### src/rtl/spi_flash_read_cache_if.sv
// Bus bundle between the 6809 flash window, the read cache and the
// downstream SPI read engine. The cache sits on the slave side.
interface spi_flash_read_cache_if;
    logic        i_CE;
    logic [15:0] i_ADDRESS_BUS;
    logic        i_RW;
    logic        i_FLUSH;
    logic [7:0]  o_DATA;
    logic        o_MemoryReady;
    logic        o_FLASH_REQ;
    logic [11:0] o_FLASH_ADDR;
    logic [7:0]  i_FLASH_DATA;
    logic        i_FLASH_DONE;
    logic        o_ERROR;

    modport slave (
        input  i_CE, i_ADDRESS_BUS, i_RW, i_FLUSH, i_FLASH_DATA, i_FLASH_DONE,
        output o_DATA, o_MemoryReady, o_FLASH_REQ, o_FLASH_ADDR, o_ERROR
    );

    modport master (
        output i_CE, i_ADDRESS_BUS, i_RW, i_FLUSH, i_FLASH_DATA, i_FLASH_DONE,
        input  o_DATA, o_MemoryReady, o_FLASH_REQ, o_FLASH_ADDR, o_ERROR
    );
endinterface

### src/rtl/spi_flash_read_cache.sv
// Direct-mapped 16-byte read cache in front of the SPI flash read engine.
// Hits answer in one clock; misses stretch the 6809 with MRDY until the
// engine returns the byte or the 256-cycle fill timeout expires.
//
// state | meaning
// IDLE  | waiting for a read strobe in the flash window
// WAIT  | miss outstanding, MRDY low, request held to the SPI engine
// HOLD  | data presented, waiting for the CPU to drop i_CE
module spi_flash_read_cache (
    input  logic                         clk,
    input  logic                         reset,
    spi_flash_read_cache_if.slave        bus
);
    typedef enum logic [1:0] {IDLE, WAIT, HOLD} state_t;

    state_t      state_q, state_d;
    logic [15:0] valid_q, valid_d;
    logic [7:0]  cnt_q, cnt_d;
    logic [7:0]  data_q, data_d;
    logic        mrdy_q, mrdy_d;
    logic        req_q, req_d;
    logic [11:0] faddr_q, faddr_d;
    logic        err_q, err_d;
    logic        fill_we;

    // Tag and data arrays are not reset; the valid bits alone gate their use.
    logic [7:0]  cache_data_q [16];
    logic [7:0]  cache_tag_q  [16];

    logic [3:0]  idx;
    logic [7:0]  tag;
    logic        hit;
    logic        unused_addr_hi;

    assign idx            = bus.i_ADDRESS_BUS[3:0];
    assign tag            = bus.i_ADDRESS_BUS[11:4];
    assign unused_addr_hi = ^bus.i_ADDRESS_BUS[15:12];
    // A flush on the same edge as an access start must force a miss.
    assign hit            = valid_q[idx] && (cache_tag_q[idx] == tag) && !bus.i_FLUSH;

    // Next-state and registered-output logic for the access sequencer.
    always_comb begin
        state_d = state_q;
        valid_d = bus.i_FLUSH ? 16'h0000 : valid_q;
        cnt_d   = cnt_q;
        data_d  = data_q;
        mrdy_d  = mrdy_q;
        req_d   = req_q;
        faddr_d = faddr_q;
        err_d   = 1'b0;
        fill_we = 1'b0;
        case (state_q)
            IDLE: begin
                mrdy_d = 1'b1;
                if (bus.i_CE && bus.i_RW) begin
                    if (hit) begin
                        data_d  = cache_data_q[idx];
                        state_d = HOLD;
                    end else begin
                        mrdy_d  = 1'b0;
                        req_d   = 1'b1;
                        faddr_d = bus.i_ADDRESS_BUS[11:0];
                        cnt_d   = 8'h00;
                        state_d = WAIT;
                    end
                end
            end
            WAIT: begin
                if (bus.i_FLASH_DONE) begin
                    // Fill is applied after the flush clear so it wins for its index.
                    fill_we               = 1'b1;
                    valid_d[faddr_q[3:0]] = 1'b1;
                    data_d                = bus.i_FLASH_DATA;
                    req_d                 = 1'b0;
                    mrdy_d                = 1'b1;
                    state_d               = HOLD;
                end else if (cnt_q == 8'hFF) begin
                    req_d   = 1'b0;
                    data_d  = 8'hFF;
                    mrdy_d  = 1'b1;
                    err_d   = 1'b1;
                    state_d = HOLD;
                end else begin
                    cnt_d = cnt_q + 8'h01;
                end
            end
            HOLD: begin
                mrdy_d = 1'b1;
                if (!bus.i_CE) begin
                    state_d = IDLE;
                end
            end
            default: state_d = IDLE;
        endcase
    end

    // Control and output registers with synchronous active-low reset.
    always_ff @(posedge clk) begin
        if (!reset) begin
            state_q <= IDLE;
            valid_q <= 16'h0000;
            cnt_q   <= 8'h00;
            data_q  <= 8'h00;
            mrdy_q  <= 1'b1;
            req_q   <= 1'b0;
            faddr_q <= 12'h000;
            err_q   <= 1'b0;
        end else begin
            state_q <= state_d;
            valid_q <= valid_d;
            cnt_q   <= cnt_d;
            data_q  <= data_d;
            mrdy_q  <= mrdy_d;
            req_q   <= req_d;
            faddr_q <= faddr_d;
            err_q   <= err_d;
        end
    end

    // Cache array write on fill completion; a done coinciding with reset is dropped.
    always_ff @(posedge clk) begin
        if (reset && fill_we) begin
            cache_data_q[faddr_q[3:0]] <= bus.i_FLASH_DATA;
            cache_tag_q[faddr_q[3:0]]  <= faddr_q[11:4];
        end
    end

    assign bus.o_DATA        = data_q;
    assign bus.o_MemoryReady = mrdy_q;
    assign bus.o_FLASH_REQ   = req_q;
    assign bus.o_FLASH_ADDR  = faddr_q;
    assign bus.o_ERROR       = err_q;
endmodule

### src/flat_wrapper.sv
// flat-port wrapper written by rule: the top's interface ports become plain ports
module spi_flash_read_cache_flat 
  (clk, reset, bus_i_CE, bus_i_ADDRESS_BUS, bus_i_RW, bus_i_FLUSH, bus_i_FLASH_DATA, bus_i_FLASH_DONE, bus_o_DATA, bus_o_MemoryReady, bus_o_FLASH_REQ, bus_o_FLASH_ADDR, bus_o_ERROR);
  spi_flash_read_cache_if bus_i ();
  input  logic clk;
  input  logic reset;
  input wire logic [$bits(bus_i.i_CE)-1:0] bus_i_CE;
  input wire logic [$bits(bus_i.i_ADDRESS_BUS)-1:0] bus_i_ADDRESS_BUS;
  input wire logic [$bits(bus_i.i_RW)-1:0] bus_i_RW;
  input wire logic [$bits(bus_i.i_FLUSH)-1:0] bus_i_FLUSH;
  input wire logic [$bits(bus_i.i_FLASH_DATA)-1:0] bus_i_FLASH_DATA;
  input wire logic [$bits(bus_i.i_FLASH_DONE)-1:0] bus_i_FLASH_DONE;
  output wire logic [$bits(bus_i.o_DATA)-1:0] bus_o_DATA;
  output wire logic [$bits(bus_i.o_MemoryReady)-1:0] bus_o_MemoryReady;
  output wire logic [$bits(bus_i.o_FLASH_REQ)-1:0] bus_o_FLASH_REQ;
  output wire logic [$bits(bus_i.o_FLASH_ADDR)-1:0] bus_o_FLASH_ADDR;
  output wire logic [$bits(bus_i.o_ERROR)-1:0] bus_o_ERROR;
  assign bus_i.i_CE = bus_i_CE;
  assign bus_i.i_ADDRESS_BUS = bus_i_ADDRESS_BUS;
  assign bus_i.i_RW = bus_i_RW;
  assign bus_i.i_FLUSH = bus_i_FLUSH;
  assign bus_i.i_FLASH_DATA = bus_i_FLASH_DATA;
  assign bus_i.i_FLASH_DONE = bus_i_FLASH_DONE;
  assign bus_o_DATA = bus_i.o_DATA;
  assign bus_o_MemoryReady = bus_i.o_MemoryReady;
  assign bus_o_FLASH_REQ = bus_i.o_FLASH_REQ;
  assign bus_o_FLASH_ADDR = bus_i.o_FLASH_ADDR;
  assign bus_o_ERROR = bus_i.o_ERROR;
  spi_flash_read_cache u_core (.clk(clk), .reset(reset), .bus(bus_i));
endmodule
### config.mk
export PLATFORM = sky130hd
export DESIGN_NAME = spi_flash_read_cache_flat
export DESIGN_NICKNAME = d
export VERILOG_FILES = /design/src/rtl/spi_flash_read_cache_if.sv /design/src/rtl/spi_flash_read_cache.sv /design/src/flat_wrapper.sv
export SDC_FILE = /design/constraint.sdc
export NUM_CORES = 1
export LEC_CHECK = 0
export CAP_MARGIN = 20
export CELL_PAD_IN_SITES_DETAIL_PLACEMENT = 2
export CELL_PAD_IN_SITES_GLOBAL_PLACEMENT = 2
export CORE_ASPECT_RATIO = 0.6
export CORE_MARGIN = 10
export CORE_UTILIZATION = 33
export DETAILED_ROUTE_END_ITERATION = 16
export GPL_TIMING_DRIVEN = 0
export PLACE_DENSITY_LB_ADDON = 0.1
export SYNTH_ARGS = -nofsm -noshare
export SYNTH_HDL_FRONTEND = slang
export SYNTH_SLANG_ARGS = --single-unit
### constraint.sdc
create_clock -name clk -period 4 [get_ports clk]
set_input_delay 0.6 -clock clk [delete_from_list [all_inputs] [get_ports clk]]
set_output_delay 0.6 -clock clk [all_outputs]
set_load 0.05 [all_outputs]
## After elaboration in Yosys (flattened, before gate mapping)

Memory sizes are Yosys's and may differ from the RTL's.
Index checks and enable logic that the tools add are counted.

- Logic and storage cells: 83
- Output and inout bits: 23
- Memories: 2
- Memory bits (writable): 256
- Flip-flop bits (word level): 49

- Muxes and demuxes: 38
- Bitwise logic cells: 4
- Add/subtract/negate cells: 1
- Magnitude comparators: 3
- Equal/unequal tests: 11
- Reduce and logical (&&, ||, !) cells: 16

Memory list:

| memory | depth | bits a word | rd ports | clocked after Yosys merged registers in | write ports | RTL line | source |
|---|---|---|---|---|---|---|---|
| u_core.cache_data_q | 16 | 8 | 1 | 0 | 1 | spi_flash_read_cache.sv:27 | `logic [7:0] cache_data_q [16];` |
| u_core.cache_tag_q | 16 | 8 | 1 | 0 | 1 | spi_flash_read_cache.sv:28 | `logic [7:0] cache_tag_q [16];` |

Operators by type and width:

| operator | count |
|---|---|
| $mux 8 | 8 |
| $mux 16 | 3 |
| $pmux 8 s2 | 2 |
| $or 16x16->16 | 1 |
| $mux 1 | 15 |
| $lt 4x5->1 const B | 2 |
| $mux 2 | 5 |
| $add 8x1->8 const B | 1 |
| $eq 8x8->1 | 1 |
| $eq 8x8->1 const B | 1 |
| $ne 2x2->1 const B | 4 |
| $reduce_and 4->1 | 2 |
| $pmux 2 s3 | 1 |
| $reduce_and 3->1 | 2 |
| $logic_and 1x1->1 | 5 |
| $reduce_and 5->1 | 1 |
| $bmux 1 s4 | 1 |
| $demux 1 s4 | 1 |
| $ge 4x1->1 const B | 1 |
| $ne 2x1->1 const B | 2 |
| $ne 3x2->1 const B | 1 |
| $not 1->1 | 3 |
| $pmux 1 s3 | 1 |
| $reduce_bool 3->1 | 1 |
| 8 further kinds | 8 |

## Logic depth before layout (Yosys ltp)

- Depth after elaboration: 7
- Gate-level depth with buffers: 13
- Gate-level depth less buffers: 9

## Worst setup path after synthesis

No wires, ideal clock.

- Kind: input -> register
- From: input bus_i_ADDRESS_BUS[0]
- To: register u_core.cnt_q[7]
- Data required time: 3.908 ns
- Setup time: 0.092 ns
- Buffers on the path: 3
- Arrival time: 2.933 ns
- Path slack: 0.975 ns
- Cell stages on the path: 10
- Path through: clkbuf_1 buf_2 mux4_2 xnor2_1 nor2_1 o2111ai_4 nor4_2 or4_1 buf_2 o311ai_4

- Word-level cells in the longest chain between the ends: 6

Ends and longest elaborated chain:

| what | RTL line | source |
|---|---|---|
| start: declaration | flat_wrapper.sv:8 | `input wire logic [$bits(bus_i.i_ADDRESS_BUS)-1:0] bus_i_ADDRESS_BUS;` |
| $mem_v2 16x8 / $bmux 1 s4 (equally long branches) | -- |  |
| $eq 8x8->1 / $mux 1 (equally long branches) | spi_flash_read_cache.sv:39 | `assign hit = valid_q[idx] && (cache_tag_q[idx] == tag) && !bus.i_FLUSH;` |
| $logic_and 1x1->1 * (2 in series) | spi_flash_read_cache.sv:39 |  |
| $ne 2x2->1 (no line) * | -- |  |
| $reduce_and 5->1 (no line) * | -- |  |
| end signal: assignment | spi_flash_read_cache.sv:111 | `cnt_q <= cnt_d;` |
| end: declaration | spi_flash_read_cache.sv:18 | `logic [7:0] cnt_q, cnt_d;` |

Mark *: on every way between the ends. The rest lies on a longest branch, timed or not. The select of a mux whose other input is x is not followed.
A chain may end at the register's enable or synchronous reset.

## Worst setup path in the final report

- From: input bus_i_ADDRESS_BUS[0]
- To: register u_core.faddr_q[0] (netlist: u_core.bus.o_FLASH_ADDR[0])

- Word-level cells in the longest chain between the ends: 6

Ends and longest elaborated chain:

| what | RTL line | source |
|---|---|---|
| $mem_v2 16x8 / $bmux 1 s4 (equally long branches) | -- |  |
| $eq 8x8->1 / $mux 1 (equally long branches) | spi_flash_read_cache.sv:39 |  |
| $logic_and 1x1->1 (2 in series) | spi_flash_read_cache.sv:39 |  |
| $not 1->1 (no line) | -- |  |
| $reduce_and 3->1 (no line) | -- |  |
| end signal: assignment | spi_flash_read_cache.sv:115 | `faddr_q <= faddr_d;` |
| end: declaration | spi_flash_read_cache.sv:22 | `logic [11:0] faddr_q, faddr_d;` |

Parallel ways exist; a longest one is shown, timed or not. The select of a mux whose other input is x is not followed.

==> reports/qor.csv <==
metric,value,unit
Initial Util,33.6,%
fillers,3523,
Via density,5.21,
hold crit path type,reg -> reg,
Die Height,170,um
DR pass1 iterations,7,
Gate Count Post-Synth,688,
CP top delay family,buffers and inverters,
"Clk Latency, worst-skew pair",0.59,ns
Max Clk Rate,277,MHz
WP depth,11,
Final Cycle Share,90.1,%
worst hold margin,0.451,ns
Port-buffer cells,42,
final hold viol count,0,
CTS root buffer,clkbuf_16,
RSZ-0062 raised after global routing,false,
Routed Antenna Nets,0,
crit path launch type,primary input,
WL/cell,28.4,um
number of global-route vias before repair,7476,
Post-Syn Nets,723,
"Reg clk slew, reported paths",0.06,ns
buffers inserted by post-CTS timing repair,0,
layout cells sized above 1,21.5,%
area of the multi-input gates,3460,um2
Final Setup Violations,0,
final setup skew,0.0140,ns
WP data arrival,4.05,ns
Die Area,45700,um2
Post-synth ARST share,0,%
pwr dens,509,nW/um2
register area share after synthesis,70.3,%
dpl cell area,13600,um2
Design Power,0.00748,W
top_reg_cell synth,edfxtp_1,
largest net degree at the start of global routing,19,
"commonest non-fill, non-tap cells in the layout","256 x edfxtp_1, 62 x mux4_2, 53 x mux2i_1",
peak supply drop,0.341,mV
syn avg cell area,17.9,um2
Max stage delay on crit path,0.48,ns
Hold Path Cell Cnt,1,
cts repair resizes,0,
WL final,37.0,mm
Final #Nets,810,
Worst Path Buf+Inv,5,
R2R cell count,8,
Longest Clk Path Bufs,3,
GP Congestion,0.717,
Period minus WS final,3.61,ns
cells along the critical path,clkbuf_1 -> buf_2 -> buf_2 -> mux2i_1 -> xnor2_1 -> nand4_1 -> o31a_1 -> buf_2 -> buf_2 -> nand3_1 -> o21ai_0,
synth-to-layout area growth,19.2,%
Die X,269,um
clock sink count,305,
"commonest non-fill, non-tap cell in the layout",edfxtp_1,
Post-synth EDFFs,256,
Core Region,36600,um2
hold buffers post-CTS,0,
Rows,54,
Boundary Pins,53,
CTS H-tree lvls,1,
"most used cell, CP",buf_2,
initial antenna violation count,0,
TritonCTS Buffers,31,
Leak,4.98,nW
DRC,0,
DP Wirelength,24.2,mm
global-route wire length before repair,54.3,mm
Max Cap Violations,0,
final instance area,14700,um2
worst-path maximum fanout,10,
total grt overflow,0,
All-Layer GR Usage,16.2,%
YS warnings,0,
required time of the critical path,4.44,ns
Worst Setup End Kind,flip-flop,
Reg area,8670,um2
critical path type,in -> reg,
CTS tree,yes,
post-synthesis instance area,12300,um2
max-slew violation count,0,
Cell variety after synth,62,
Slew @ Worst Pin,1.03,ns
vias,6801,
initial drt markers,575,
Rel. slew slack,31.0,%
Worst path slowest cell,buf_2,
status,finished clean,
synthesized flop and latch total,305,
==> synth_stat cells (5+ instances only) <==
library cell,instances,area (um2)
o221ai_1,8,70.1
and3_1,5,31.3
xnor2_1,8,70.1
nand2b_1,7,43.8
dfxtp_1,49,981
nand3_1,21,105
mux2i_1,53,531
o21ai_0,18,90.1
ha_1,5,62.6
mux4_2,62,1400
nand2_1,34,128
clkbuf_1,15,56.3
buf_2,12,60.1
inv_1,8,30.0
nor2_1,25,93.8
a21o_1,19,143
edfxtp_1,256,7690
==> final cells by class <==
| class | count | area share [%] |
|---|---|---|
| diodes | 1 | 0.0170 |
| plain buffers | 40 | 1.70 |
| flip-flops and latches | 305 | 59.0 |
| multi-input cells | 334 | 23.6 |
| repair buffers | 54 | 3.90 |
| clock buffers | 51 | 6.54 |
| inverters | 9 | 0.230 |
| clock inverters | 7 | 0.682 |
| well taps | 504 | 4.29 |
==> power breakdown <==
group | internal [W] | switching, W | leakage (nW)
sequential | 0.00352 | 0.0000830 | 2.73
clock | 0.00176 | 0.00126 | 0.525
combinational | 0.000289 | 0.000554 | 1.73
==> final timing paths <==
| path | endpoint | from | slack [ns] |
|---|---|---|---|
| max reg2reg | u_core.cache_tag_q[0][6] | u_core.state_q[1] | 0.81 |
| min reg2reg | u_core.valid_q[13] | u_core.valid_q[13] | 0.45 |
| min | u_core.valid_q[13] | u_core.valid_q[13] | 0.45 |
| max | u_core.bus.o_FLASH_ADDR[0] | bus_i_ADDRESS_BUS[0] | 0.39 |
==> per-stage QoR <==
| stage | setup slack, ns | TNS, ns | std cells | utilization (%) |
|---|---|---|---|---|
| final | 0.395 | 0 | 1305 | 40.1 |
| after global routing | 0.314 | 0 | 1304 | 40.1 |
| after CTS | 0.445 | 0 | 1304 | 40.1 |
| after detailed placement | -0.179 | -1.42 | 1246 | 37.2 |
| after global placement | -1.57 | -86.36 | 1234 | 36.5 |
| after floorplan | 0.975 | 0 | 688 | - |
==> state kept, by name, summed over array words and instances (netlist names) <==
register / flops
u_core.bus.o_DATA: 8
u_core.bus.o_MemoryReady: 1
u_core.cnt_q: 8
u_core.bus.o_ERROR: 1
u_core.bus.o_FLASH_REQ: 1
u_core.state_q: 2
u_core.bus.o_FLASH_ADDR: 12
u_core.cache_data_q: 128
u_core.valid_q: 16
u_core.cache_tag_q: 128
==> kinds of logic after synthesis <==
family          Yosys count  share of synthesized area [%]
mux                     119                           16.2
fa+ha+maj                 5                          0.508
compound gates           85                           5.33
flops                   305                           70.3
buf+inv                  49                           2.31
simple gates            115                           4.55
xor+xnor                 10                          0.711
==> routing by layer <==
metal | part of all wire, % | vias to the layer above | track usage (%)
li1 | - | 2946 | -
met1 | 50 | 3695 | 23.6
met2 | 45 | 124 | 25.3
met3 | 3.9 | 36 | 2.76
met4 | 1.4 | 0 | 2.73
met5 | 0 | - | 0
==> worst register-to-register path: stages, from the launching register on <==
cell,delay (ns)
dfxtp_1,0.35
inv_1,0.09
ha_1,0.16
clkbuf_1,0.33
nand3_1,0.22
or3_1,0.52
nor3_2,0.75
buf_6,0.28
buf_6,0.18
Note: power is estimated with default switching activity, not from simulation.
